`src/rtl/range_input_loader_if.sv`:
```
// range_input_loader_if: ASCII byte stream feeding the range loader
// Signals: in_valid/in_data/in_last driven by the producer (master),
//          in_ready driven by the loader (slave).
interface range_input_loader_if;
    logic       in_valid;
    logic       in_ready;
    logic [7:0] in_data;
    logic       in_last;
    modport master (output in_valid, in_data, in_last, input in_ready);
    modport slave  (input in_valid, in_data, in_last, output in_ready);
endinterface

```
`src/rtl/range_input_loader.sv`:
```
// range_input_loader: parses ASCII "lo-hi" ranges and writes them round-robin into lane memory banks
// Ports: clk, reset (sync, active-high); bus (slave byte stream in_valid/in_ready/in_data/in_last);
//        wr_en/wr_bank/wr_addr/wr_lo/wr_hi (bank write port, lane i owns bank i);
//        range_count (ranges written); done/error/err_code (sticky status: 1 format, 2 overflow, 3 full)
module range_input_loader #(
    parameter  int VALUE_PARALLELISM = 4,
    parameter  int VALUE_WIDTH       = 64,
    parameter  int MEM_DEPTH         = 512,
    parameter  int COUNT_W           = $clog2(VALUE_PARALLELISM * MEM_DEPTH) + 1,
    localparam int BANK_W            = VALUE_PARALLELISM > 1 ? $clog2(VALUE_PARALLELISM) : 1,
    localparam int ADDR_W            = MEM_DEPTH > 1 ? $clog2(MEM_DEPTH) : 1
) (
    input  logic                   clk,
    input  logic                   reset,
    range_input_loader_if.slave    bus,
    output logic                   wr_en,
    output logic [BANK_W-1:0]      wr_bank,
    output logic [ADDR_W-1:0]      wr_addr,
    output logic [VALUE_WIDTH-1:0] wr_lo,
    output logic [VALUE_WIDTH-1:0] wr_hi,
    output logic [COUNT_W-1:0]     range_count,
    output logic                   done,
    output logic                   error,
    output logic [1:0]             err_code
);
    localparam logic [COUNT_W-1:0] CAP = COUNT_W'(VALUE_PARALLELISM * MEM_DEPTH);

    typedef enum logic [1:0] {LO, HI, DONE, ERR} state_t;

    state_t                 state, n_state;
    logic [VALUE_WIDTH-1:0] acc, n_acc, lo, n_lo, hi_val;
    logic                   dig, n_dig, n_emit, n_done, do_term;
    logic [1:0]             n_code;
    logic [BANK_W-1:0]      bank_ctr;
    logic [ADDR_W-1:0]      addr_ctr;
    logic [VALUE_WIDTH+3:0] wide, prod;
    logic                   take, is_digit, is_ws, is_dash, is_sep;

    assign bus.in_ready = (state == LO) || (state == HI);
    assign take         = bus.in_valid && bus.in_ready;
    assign is_digit     = bus.in_data >= 8'h30 && bus.in_data <= 8'h39;
    assign is_ws        = bus.in_data == 8'h20 || bus.in_data == 8'h0d;
    assign is_dash      = bus.in_data == 8'h2d;
    assign is_sep       = bus.in_data == 8'h2c || bus.in_data == 8'h0a;
    // acc*10 + digit in 4 extra bits; any set upper bit means the value no longer fits
    assign wide         = {4'b0, acc};
    assign prod         = (wide << 3) + (wide << 1) + {{VALUE_WIDTH{1'b0}}, bus.in_data[3:0]};

    always_comb begin
        n_state = state;
        n_acc   = acc;
        n_lo    = lo;
        n_dig   = dig;
        n_emit  = 1'b0;
        n_done  = 1'b0;
        n_code  = 2'd0;
        do_term = 1'b0;
        hi_val  = acc;
        if (take) begin
            if (is_digit) begin
                n_acc  = prod[VALUE_WIDTH-1:0];
                n_dig  = 1'b1;
                n_code = |prod[VALUE_WIDTH+3:VALUE_WIDTH] ? 2'd2 : 2'd0;
            end else if (is_dash) begin
                if (state == LO && dig) begin
                    n_lo    = acc;
                    n_acc   = '0;
                    n_dig   = 1'b0;
                    n_state = HI;
                end else begin
                    n_code = 2'd1;
                end
            end else if (is_sep) begin
                if (state == HI && dig)
                    do_term = 1'b1;
                else if (state == HI || dig)
                    n_code = 2'd1;
            end else if (!is_ws) begin
                n_code = 2'd1;
            end
            // a final byte may close the stream cleanly or leave an open range to terminate implicitly
            if (bus.in_last && n_code == 2'd0) begin
                if (n_state == LO && !n_dig) begin
                    n_done = 1'b1;
                end else if (n_state == HI && n_dig) begin
                    do_term = 1'b1;
                    n_done  = 1'b1;
                end else begin
                    n_code = 2'd1;
                end
            end
            if (do_term && n_code == 2'd0) begin
                hi_val = n_acc;
                if (lo > n_acc) begin
                    n_code = 2'd1;
                end else if (range_count == CAP) begin
                    n_code = 2'd3;
                end else begin
                    n_emit  = 1'b1;
                    n_state = LO;
                    n_acc   = '0;
                    n_dig   = 1'b0;
                end
            end
            n_state = n_code != 2'd0 ? ERR : n_done ? DONE : n_state;
        end
    end

    always_ff @(posedge clk) begin
        if (reset) begin
            state       <= LO;
            acc         <= '0;
            lo          <= '0;
            dig         <= 1'b0;
            bank_ctr    <= '0;
            addr_ctr    <= '0;
            range_count <= '0;
            wr_en       <= 1'b0;
            wr_bank     <= '0;
            wr_addr     <= '0;
            wr_lo       <= '0;
            wr_hi       <= '0;
            done        <= 1'b0;
            error       <= 1'b0;
            err_code    <= 2'd0;
        end else begin
            state <= n_state;
            acc   <= n_acc;
            lo    <= n_lo;
            dig   <= n_dig;
            wr_en <= n_emit;
            if (n_emit) begin
                wr_bank     <= bank_ctr;
                wr_addr     <= addr_ctr;
                wr_lo       <= lo;
                wr_hi       <= hi_val;
                range_count <= range_count + 1'b1;
                bank_ctr    <= bank_ctr == BANK_W'(VALUE_PARALLELISM - 1) ? '0 : bank_ctr + 1'b1;
                addr_ctr    <= bank_ctr == BANK_W'(VALUE_PARALLELISM - 1) ? addr_ctr + 1'b1 : addr_ctr;
            end
            if (n_state == DONE)
                done <= 1'b1;
            if (n_code != 2'd0) begin
                error    <= 1'b1;
                err_code <= n_code;
            end
        end
    end
endmodule

```
`src/flat_wrapper.sv`:
```
// flat-port wrapper written by rule: the top's interface ports become plain ports
module range_input_loader_flat 
#(
    parameter  int VALUE_PARALLELISM = 4,
    parameter  int VALUE_WIDTH       = 64,
    parameter  int MEM_DEPTH         = 512,
    parameter  int COUNT_W           = $clog2(VALUE_PARALLELISM * MEM_DEPTH) + 1,
    localparam int BANK_W            = VALUE_PARALLELISM > 1 ? $clog2(VALUE_PARALLELISM) : 1,
    localparam int ADDR_W            = MEM_DEPTH > 1 ? $clog2(MEM_DEPTH) : 1
)
  (clk, reset, wr_en, wr_bank, wr_addr, wr_lo, wr_hi, range_count, done, error, err_code, bus_in_valid, bus_in_data, bus_in_last, bus_in_ready);
  range_input_loader_if bus_i ();
  input  logic clk;
  input  logic reset;
  output logic wr_en;
  output logic [BANK_W-1:0] wr_bank;
  output logic [ADDR_W-1:0] wr_addr;
  output logic [VALUE_WIDTH-1:0] wr_lo;
  output logic [VALUE_WIDTH-1:0] wr_hi;
  output logic [COUNT_W-1:0] range_count;
  output logic done;
  output logic error;
  output logic [1:0] err_code;
  input wire logic [$bits(bus_i.in_valid)-1:0] bus_in_valid;
  input wire logic [$bits(bus_i.in_data)-1:0] bus_in_data;
  input wire logic [$bits(bus_i.in_last)-1:0] bus_in_last;
  output wire logic [$bits(bus_i.in_ready)-1:0] bus_in_ready;
  assign bus_i.in_valid = bus_in_valid;
  assign bus_i.in_data = bus_in_data;
  assign bus_i.in_last = bus_in_last;
  assign bus_in_ready = bus_i.in_ready;
  range_input_loader #(.VALUE_PARALLELISM(VALUE_PARALLELISM), .VALUE_WIDTH(VALUE_WIDTH), .MEM_DEPTH(MEM_DEPTH), .COUNT_W(COUNT_W)) u_core (.clk(clk), .reset(reset), .bus(bus_i), .wr_en(wr_en), .wr_bank(wr_bank), .wr_addr(wr_addr), .wr_lo(wr_lo), .wr_hi(wr_hi), .range_count(range_count), .done(done), .error(error), .err_code(err_code));
endmodule
```
`config.mk`:
```
export PLATFORM = sky130hd
export DESIGN_NAME = range_input_loader_flat
export DESIGN_NICKNAME = d
export VERILOG_FILES = /design/src/rtl/range_input_loader_if.sv /design/src/rtl/range_input_loader.sv /design/src/flat_wrapper.sv
export SDC_FILE = /design/constraint.sdc
export NUM_CORES = 1
export LEC_CHECK = 0
export CORE_MARGIN = 2
export CORE_UTILIZATION = 54
export DETAILED_ROUTE_END_ITERATION = 8
export PLACE_DENSITY = 0.76
export SLEW_MARGIN = 25
export SYNTH_ARGS = -nofsm -noshare
export SYNTH_HDL_FRONTEND = slang
export SYNTH_SLANG_ARGS = --single-unit
```
`constraint.sdc`:
```
create_clock -name clk -period 11.1 [get_ports clk]
set_clock_uncertainty 0.05 [all_clocks]
set_input_delay 2.22 -clock clk [delete_from_list [all_inputs] [get_ports clk]]
set_output_delay 2.22 -clock clk [all_outputs]
set_load 0.005 [all_outputs]
```
Word-level counts from Yosys, hierarchy flattened
Index checks and enable logic that the tools add are counted.
Storage, ports and cells
  flip-flop bits (word level): 298
  input port bits: 12
  logic and storage cells: 117
Operators by class
  $add $sub $neg: 5
  $lt $le $gt $ge: 3
  equality and inequality tests: 10
  muxes and demuxes: 61
  bitwise logic cells: 1
  reductions and logical operators: 22
Operator list (number)
  $mux 64: 9
  $add 67x65->68: 1
  $add 68x4->68: 1
  $gt 64x64->1: 1
  $mux 2: 26
  $mux 1: 26
  $eq 8x6->1 const B: 3
  $eq 8x4->1 const B: 2
  $add 12x1->12 const B: 1
  $eq 12x12->1 const B: 1
  $add 9x1->9 const B: 1
  $ge 8x6->1 const B: 1
  $le 8x6->1 const B: 1
  $logic_and 1x1->1: 8
  $logic_not 2->1: 4
  $eq 2x1->1 const B: 2
  $eq 2x2->1 const B: 2
  $logic_or 1x1->1: 4
  $reduce_and 4->1: 1
  $reduce_bool 2->1: 2
  $reduce_or 4->1: 1
  $add 2x1->2 const B: 1
  $reduce_and 2->1: 1
  $logic_not 1->1: 1
  $not 1->1: 1

Logic depth before layout (Yosys ltp)
  depth after elaboration: 20
  mapped depth: 28
  gate-level depth less buffers: 25

Least setup slack after synthesis
No wires, ideal clock.
  path type: in2reg
  from: input port bus_in_data[3]
  to: register u_core.range_count[9]
  setup time: 70 ps
  arrival time: 8020 ps
  path slack: 2959 ps
  stages: 25
  path buffers: 1
  cell sequence: fa_1 fa_1 a21o_1 a221oi_4 nor3_1 or4_1 a21oi_2 o21ai_0 a41oi_1 o21ai_0 xor2_1 a22oi_1 ha_1 and4_1 nand3_1 o21bai_1 o221ai_1 nor3b_1 o311ai_0 a21oi_1 nand2_1 a211o_1 buf_2 or4_1 a21oi_1
On the way
  cells in the longest elaborated chain, start to end: 15
  elaborated cells between the ends (all ways): 51
  classes of those cells: 1 x add/sub; 3 x order compare; 6 x eq/ne; 29 x mux; 12 x reduce/logical
RTL lines
  start: declaration: RTL line flat_wrapper.sv:25  | input wire logic [$bits(bus_i.in_data)-1:0] bus_in_data;
  parallel branches: the longest is 13 deep, another holds $add 68x4->68
  $mux 1 *: RTL line range_input_loader.sv:92  | if (do_term && n_code == 2'd0) begin
  $mux 1 *: RTL line range_input_loader.sv:59  | if (take) begin
  end signal: assignment: RTL line range_input_loader.sv:137  | range_count <= range_count + 1'b1;
  end: declaration: RTL line range_input_loader.sv:21  | output logic [COUNT_W-1:0] range_count,
Mark *: on every way between the ends. The select of a mux whose other input is x is not followed.
A chain may end at the register's enable or synchronous reset.

Worst setup path after layout
  from: input port bus_in_data[3]
  to: register u_core.range_count[5]
The elaborated chain is that of the path after synthesis.

==> reports/results.env <==
CLOCK_TREE.ROOT_CELL='sky130_fd_sc_hd__clkbuf_16'
RUN_STATUS='complete, no violations'
CRITPATHARRIVALTIME_NS=10.15
TIMING.RR.END='u_core.range_count[5]$_SDFFE_PP0P_'
PROPORTION_OF_LAYOUT_CELLS_WITH_A_DRIVE_SUFFIX_ABOVE_1=0.0406
PLACE.DETAILED.HPWL_MM=35.7
CRIT_PATH_BUF_INV_COUNT=3
PLACEMENT.CELL_AREA_SQ_UM=19700
WL_PER_CELL_UM=18.1
GRT_OVERFLOW=0
FMAXACHIEVABLE_MHz=103
FINAL.HOLD.WORST_SLACK_NS=0.401
CRIT_SLOWEST_CELL='sky130_fd_sc_hd__fa_1'
SYN_TO_FINAL_GROWTH_PCT=16.6
SETUP.WORST_PATH.END='u_core.range_count[5]$_SDFFE_PP0P_'
INITIALDRTVIOLATIONCOUNT=1213
YOSYSTOPAREACELLSHARE=0.335
N_ANTENNA_CELL=0
CRIT_PATH_MAX_FANOUT=47
SYNTHCELLS=2248
DIE_WIDTH_UM=186
NET_COUNT_OF_THE_MAPPED_NETLIST=2458
FINALWIRELENGTH_MM=50.3
FINAL.SETUP.TNS_NS=0
CTS_BUFFER_DEPTH=3
NETLIST_AREA_SQ_UM=17800
WORST_PATH_DOMINANT_CELL_FAMILY='compound AO/OA/AOI/OAI gates'
TIMING.CRITICAL_PATH.SLOWEST_CELL_DELAY_NS=0.57
FINAL.MIN_CLOCK_PERIOD_NS=9.72
REQUIRED_TIME_OF_THE_CRITICAL_PATH_NS=11.53
PORT_BUFFER_COUNT=168
ANTENNA_FOUND_INITIAL=1
CLK_LAT_WORST_SKEW_NS=0.57
FINAL_DESIGN_AREA_NO_FILL_SQ_UM=20800
CP-STARTPOINT='bus_in_data[3]'
DRT_FIRST_PASS_ITERS=6
TIMING.MAX_CAP.VIOLATIONS=0
TIMING.FINAL.CRIT_SHARE=0.875
TIMING_WORST_SETUP_PATH_TYPE='primary input to flop'
WORST_RELATIVE_SLEW_SLACK=0.432
CHIPHEIGHT_UM=186
SYNTH_AREA_PER_CELL_SQ_UM=7.93
POST_SYNTH_NUM_CELL_TYPES=76
MOST-COMMON-LAYOUT-CELLS='sky130_fd_sc_hd__nand2_1, sky130_fd_sc_hd__dfxtp_1, sky130_fd_sc_hd__a21oi_1'
CP-END-KIND='flop'
INITIAL_CORE_UTIL=0.548
STATIC-LEAKAGE-POWER_uW=0.00788
CLK_PIN_SLEW_NS=0.06
CTS_RESIZED=0
START_KIND='primary input'
NUMBER_OF_ENABLE_FLIP_FLOP_CELLS_AFTER_SYNTHESIS=0
COUNT_OF_SYNTHESIS_STAGE_WARNINGS_FROM_YOSYS=0
CTS-HTREE-LEVELS=1
SYNTH_TOP_FLOP_CELL='sky130_fd_sc_hd__dfxtp_1'
NUMCTSBUFFERS=31
CTS_SETUP_BUFFERS=0
SYNTH_AREA_LEADERS='sky130_fd_sc_hd__dfxtp_1, sky130_fd_sc_hd__ha_1, sky130_fd_sc_hd__nand2_1'
CLKSINKCOUNT=298
MIN_PATH_TYPE='flop to flop'
SYNTH.YOSYS.SEQ_AREA_SHARE=0.335
FINAL-SETUP-VIOL-COUNT=0
NUM_VIAS=17000
GLOBAL_ROUTE_USAGE_SUM=0.287
GPL.FINAL_WEIGHTED_CONGESTION=0.915
SYNTH.LARGEST_AREA_CELL='sky130_fd_sc_hd__dfxtp_1'
POWER-PER-CELL-AREA_nW_PER_UM2=108
GRT_START_MAX_NET_PINS=120
REGTOREGSETUPSLACK_NS=3.19
ROW_COUNT=66
GRT_PASS1_WL_MM=81.9
RSZ0062_AT_GRT='no'
FIN_NETS=2529
REGTOREGSTARTPOINT='u_core.acc[0]$_SDFFE_PP0P_'
WORST_PIN_SLEW_NS=0.851
DESIGN.DIE.AREA_SQ_UM=34500
FINAL-HOLD-VIOLATION-COUNT=0
VIAS_PER_CELL=6.12
TRITONCTS='yes'
FP.COREAREA_SQ_UM=32500
GRT_PASS1_VIAS=16000
VDD_IR_DROP_MAX_V=0.000113
WORST-PATH-STAGES=27
REPORT.FINAL.SLEW_VIOL_COUNT=0
POSTSYNTH.ASYNCRESETSHARE=0
POST_CTS_HOLD_BUFFER_COUNT=0
YS_FF_LATCH=298
DRTANTENNAVIOLNETS=0
TOP_LEVEL_PORTS=169
MOSTFREQUENTLAYOUTCELL='sky130_fd_sc_hd__nand2_1'
R2R_CELLS=26
DRCVIOLATIONCOUNT=0
## worst reg2reg max path: stages, from the launching register on
cell and delay [ns]:
sky130_fd_sc_hd__dfxtp_1 0.44, sky130_fd_sc_hd__fa_1 0.50, sky130_fd_sc_hd__fa_1 0.48, sky130_fd_sc_hd__a21o_1 0.23, sky130_fd_sc_hd__a221oi_4 0.33, sky130_fd_sc_hd__nor3_1 0.13
sky130_fd_sc_hd__or4_1 0.53, sky130_fd_sc_hd__a21oi_2 0.37, sky130_fd_sc_hd__o21ai_0 0.22, sky130_fd_sc_hd__a41oi_1 0.37, sky130_fd_sc_hd__o21ai_0 0.17, sky130_fd_sc_hd__xor2_1 0.18
sky130_fd_sc_hd__a22oi_1 0.22, sky130_fd_sc_hd__ha_1 0.30, sky130_fd_sc_hd__and4_1 0.19, sky130_fd_sc_hd__nand3_1 0.11, sky130_fd_sc_hd__o21bai_1 0.12, sky130_fd_sc_hd__o221ai_1 0.22
sky130_fd_sc_hd__nor3b_1 0.26, sky130_fd_sc_hd__o311ai_0 0.20, sky130_fd_sc_hd__a21oi_1 0.34, sky130_fd_sc_hd__nand2_1 0.19, sky130_fd_sc_hd__a211o_4 0.50, sky130_fd_sc_hd__buf_12 0.26
sky130_fd_sc_hd__buf_12 0.20, sky130_fd_sc_hd__or4_1 0.53, sky130_fd_sc_hd__a21oi_1 0.16
## area by class of cell
| type | count | area [sq um] |
|---|---|---|
| Clock buffer | 43 | 891 |
| Inverter | 35 | 131 |
| Tap cell | 442 | 553 |
| Multi-Input combinational cell | 1769 | 11200 |
| Sequential cell | 298 | 5970 |
| Clock inverter | 13 | 201 |
| Timing Repair Buffer | 184 | 1860 |
| Fill cell | 2843 | 11800 |
## worst min path at each step
stage                                        from                            end  slack, ns  depth (start not counted)
floorplan               u_core.error$_SDFFE_PP0P_      u_core.error$_SDFFE_PP0P_       0.39                          2
global placement        u_core.error$_SDFFE_PP0P_      u_core.error$_SDFFE_PP0P_       0.39                          2
detailed placement      u_core.error$_SDFFE_PP0P_      u_core.error$_SDFFE_PP0P_       0.40                          2
CTS                     u_core.error$_SDFFE_PP0P_      u_core.error$_SDFFE_PP0P_       0.40                          2
global route        u_core.wr_lo[57]$_SDFFE_PP0P_  u_core.wr_lo[57]$_SDFFE_PP0P_       0.42                          2
finish              u_core.wr_lo[16]$_SDFFE_PP0P_  u_core.wr_lo[16]$_SDFFE_PP0P_       0.40                          2
## cell usage after synthesis, types with 24 or more instances
cell / number
sky130_fd_sc_hd__nand2_1: 396
sky130_fd_sc_hd__dfxtp_1: 298
sky130_fd_sc_hd__a21oi_1: 278
sky130_fd_sc_hd__ha_1: 196
sky130_fd_sc_hd__nor2_1: 183
sky130_fd_sc_hd__clkbuf_1: 115
sky130_fd_sc_hd__a22oi_1: 84
sky130_fd_sc_hd__a211oi_1: 72
sky130_fd_sc_hd__o21ai_0: 68
sky130_fd_sc_hd__nand4_1: 44
sky130_fd_sc_hd__a21o_1: 37
sky130_fd_sc_hd__nand3_1: 37
sky130_fd_sc_hd__xnor2_1: 36
sky130_fd_sc_hd__inv_1: 34
sky130_fd_sc_hd__nor3_1: 30
sky130_fd_sc_hd__buf_2: 26
sky130_fd_sc_hd__o21bai_1: 24
## report_power, final
| group | internal, uW | total, uW | switching (uW) |
|---|---|---|---|
| Sequential | 1070 | 1070 | 2.06 |
| Combinational | 15.3 | 61.7 | 46.4 |
| Clock | 673 | 1110 | 437 |
| Total | 1760 | 2250 | 486 |
## per-layer routing
layer,share of wire,vias to the layer above,GRT usage
met5,0.00026,-,0
met1,0.46,8083,0.400
met3,0.065,85,0.0442
met2,0.45,577,0.463
met4,0.021,2,0.0750
li1,-,8281,-
## kinds of logic (layout without fill, tap and decap cells)
kind of cell	after synthesis	after routing	share of synthesized area
AO/OA/AOI/OAI	685	685	0.247
XOR/XNOR	53	53	0.0260
adder cells (fa/ha/maj)	198	198	0.140
buffers and inverters	181	275	0.0402
flip-flops	298	298	0.335
multiplexers	5	5	0.00288
AND/OR/NAND/NOR	828	828	0.210
## through the flow
step	std cells	power (uW)	setup WS [ns]	utilization
2_1_floorplan	2248	1130	2.96	-
3_3_place_gp	2726	1160	1.19	0.604
3_5_place_dp	2728	1160	0.866	0.605
4_1_cts	2784	2260	1.42	0.638
5_1_grt	2784	2310	0.926	0.639
6_report	2784	2250	1.38	0.639
## state kept, by name, indices dropped and copies added, names as in the netlist
name	count
u_core.wr_hi	64
u_core.lo	64
u_core.err_code	2
u_core.dig	1
u_core.acc	64
u_core.state	2
u_core.error	1
u_core.addr_ctr	9
u_core.wr_lo	64
u_core.wr_addr	9
u_core.done	1
u_core.bank_ctr	2
u_core.range_count	12
u_core.wr_en	1
u_core.wr_bank	2
No activity file was read; power rests on OpenSTA's default activity.
==> patch (same flow settings) <==
The 4 states of `state_t` get a one-hot encoding in 4 bits.
--- a/src/rtl/range_input_loader.sv
+++ b/src/rtl/range_input_loader.sv
@@ -26,5 +26,5 @@
     localparam logic [COUNT_W-1:0] CAP = COUNT_W'(VALUE_PARALLELISM * MEM_DEPTH);
 
-    typedef enum logic [1:0] {LO, HI, DONE, ERR} state_t;
+    typedef enum logic [3:0] {LO = 4'b0001, HI = 4'b0010, DONE = 4'b0100, ERR = 4'b1000} state_t;
 
     state_t                 state, n_state;
Check against the original RTL: same outputs for any inputs over 4 cycles, from zero or initial values and one cycle with reset high; so few cycles prove little.
==> patch against the original RTL <==
Worst setup slack worse by 12 ps. Critical path depth up 1. Sequential cell count up 2. Area after synthesis up 0.83%. Design area up 0.70%. Die area up 0.81%. Wire length down 1.1%. Total power up 1.9%. Worst hold slack about the same. Sequential share of layout area about the same.
==> patch: results (changes against the original RTL) <==
* Worst hold start: u_core.wr_addr[4]
* Mean Syn Cell Area at 7.923 um2 (about the same)
* Hpwl dp at 35.91 mm (+0.72%)
* Count of plain and timing-repair buffers at 190 (+3.3%)
* Mapped Nets at 2478 (+0.81%)
* WL met1 at 22.37 mm (-4.2%)
* GR met2 Demand/Resource at 0.4598 (-0.003020)
* Inverters, non-clock at 38 (+8.6%)
* Seq cells at 300 (+0.67%)
* Met3 Wirelength at 2.977 mm (-9.6%)
* Multi-Input Combinational at 1793 (+1.4%)
* Max rail drop VDD at 0.1111 mV (-1.9%)
* Flop2flop setup slack at 3210 ps (+20 ps)
* Area after DPL at 0.01979 mm2 (+0.58%)
* R2R cell count at 27 (+3.8%)
* Measured slew at the worst slew-check pin at 998.7 ps (+147.3 ps)
* Routability cong. at 0.9707 (+6.1%)
* Fillers at 2827 (-0.56%)
* Antenna violations before repair at 0 (-1)
* R2r endpoint: u_core.addr_ctr[6]
* Switching share of power at 0.2231 (+0.006839)
* Area of the multi-input gates at 0.01120 mm2 (+0.26%)
* Worst path arrival time at 10170 ps (+20 ps)
* Tmin final at 9728 ps (+12.11 ps)
* Worst Hold Endpoint: u_core.wr_addr[4]
* Nets at 2564 (+1.4%)
* Synth top area cells: dfxtp_1 33%, ha_1 14%, a21oi_1 8.7%, nand2_1 8.3%, nor2_1 4.2%
* Signal buf overhead at 0.09047 (+0.0008130)
* DR pass1 iterations at 5 (-1)
* Vias per Instance at 6.047 (-1.1%)
* Final cell count without fillers at 2821 (+1.3%)
* Post-route cell area at 0.02093 mm2 (+0.70%)
* Synth unique cells at 82 (+7.9%)
* Sequential area share after synthesis at 0.3342 (-0.0005224)
* Clock-cell share of area at 0.05387 (+0.001310)
* Status: complete, no violations
* Met3 usage at 0.03780 (-0.006415)
* Global routing usage on met1 at 0.3724 (-0.02771)
[patch: changes by cell type after synthesis, moves of 19 or more]
cell | unedited run | this run
a22oi_1 | 84 | 31
nor3_1 | 30 | 67
a21oi_1 | 278 | 312
a211oi_1 | 72 | 42
a211oi_2 | 1 | 31
clkbuf_1 | 115 | 96
[patch: cells by family (layout without fill, tap and decap cells)]
| logic type | Yosys count | in the layout | synth area share |
|---|---|---|---|
| buf+inv | 175 | 286 | 0.04415 |
| flops | 300 | 300 | 0.3342 |
| fa+ha+maj | 198 | 198 | 0.1387 |
| simple gates | 861 | 861 | 0.2142 |
| xor+xnor | 61 | 61 | 0.02973 |
| mux | 3 | 3 | 0.001810 |
| compound gates | 670 | 670 | 0.2372 |
[patch: worst max-delay path, cell delays in order]
cell and delay [ps]:
clkdlybuf4s50_1 560, fa_1 590, ha_1 350, a211oi_1 260, o21ai_1 200, o211a_1 280, nor4b_2 400, o31ai_1 200
a31oi_1 480, o41a_1 290, o21ai_1 120, a21boi_0 240, xnor2_1 190, and2_1 190, a21oi_1 50, ha_1 320
nand4_1 90, or3_1 420, nor3_1 220, nand4_1 230, nor3_1 350, or2_2 170, o221ai_1 170, or2_1 330
a21oi_1 200, nand2_2 290, or4_1 590, a21oi_1 160
[patch: power by group through the flow]
stage,clock network [mW],registers (mW),logic (mW)
final,1.14,1.08,0.0721
after global routing,1.20,1.08,0.0781
after CTS,1.15,1.08,0.0711
after detailed placement,0,1.10,0.0709
after global placement,0,1.10,0.0696
after floorplan,0,1.10,0.0460
[patch: metrics by stage]
step | hold WS [ps] | util
2_1_floorplan | 395.1 | -
3_3_place_gp | 388.2 | 0.6068
3_5_place_dp | 395.2 | 0.6068
4_1_cts | 403.3 | 0.6414
5_1_grt | 412.8 | 0.6415
6_report | 401.0 | 0.6415
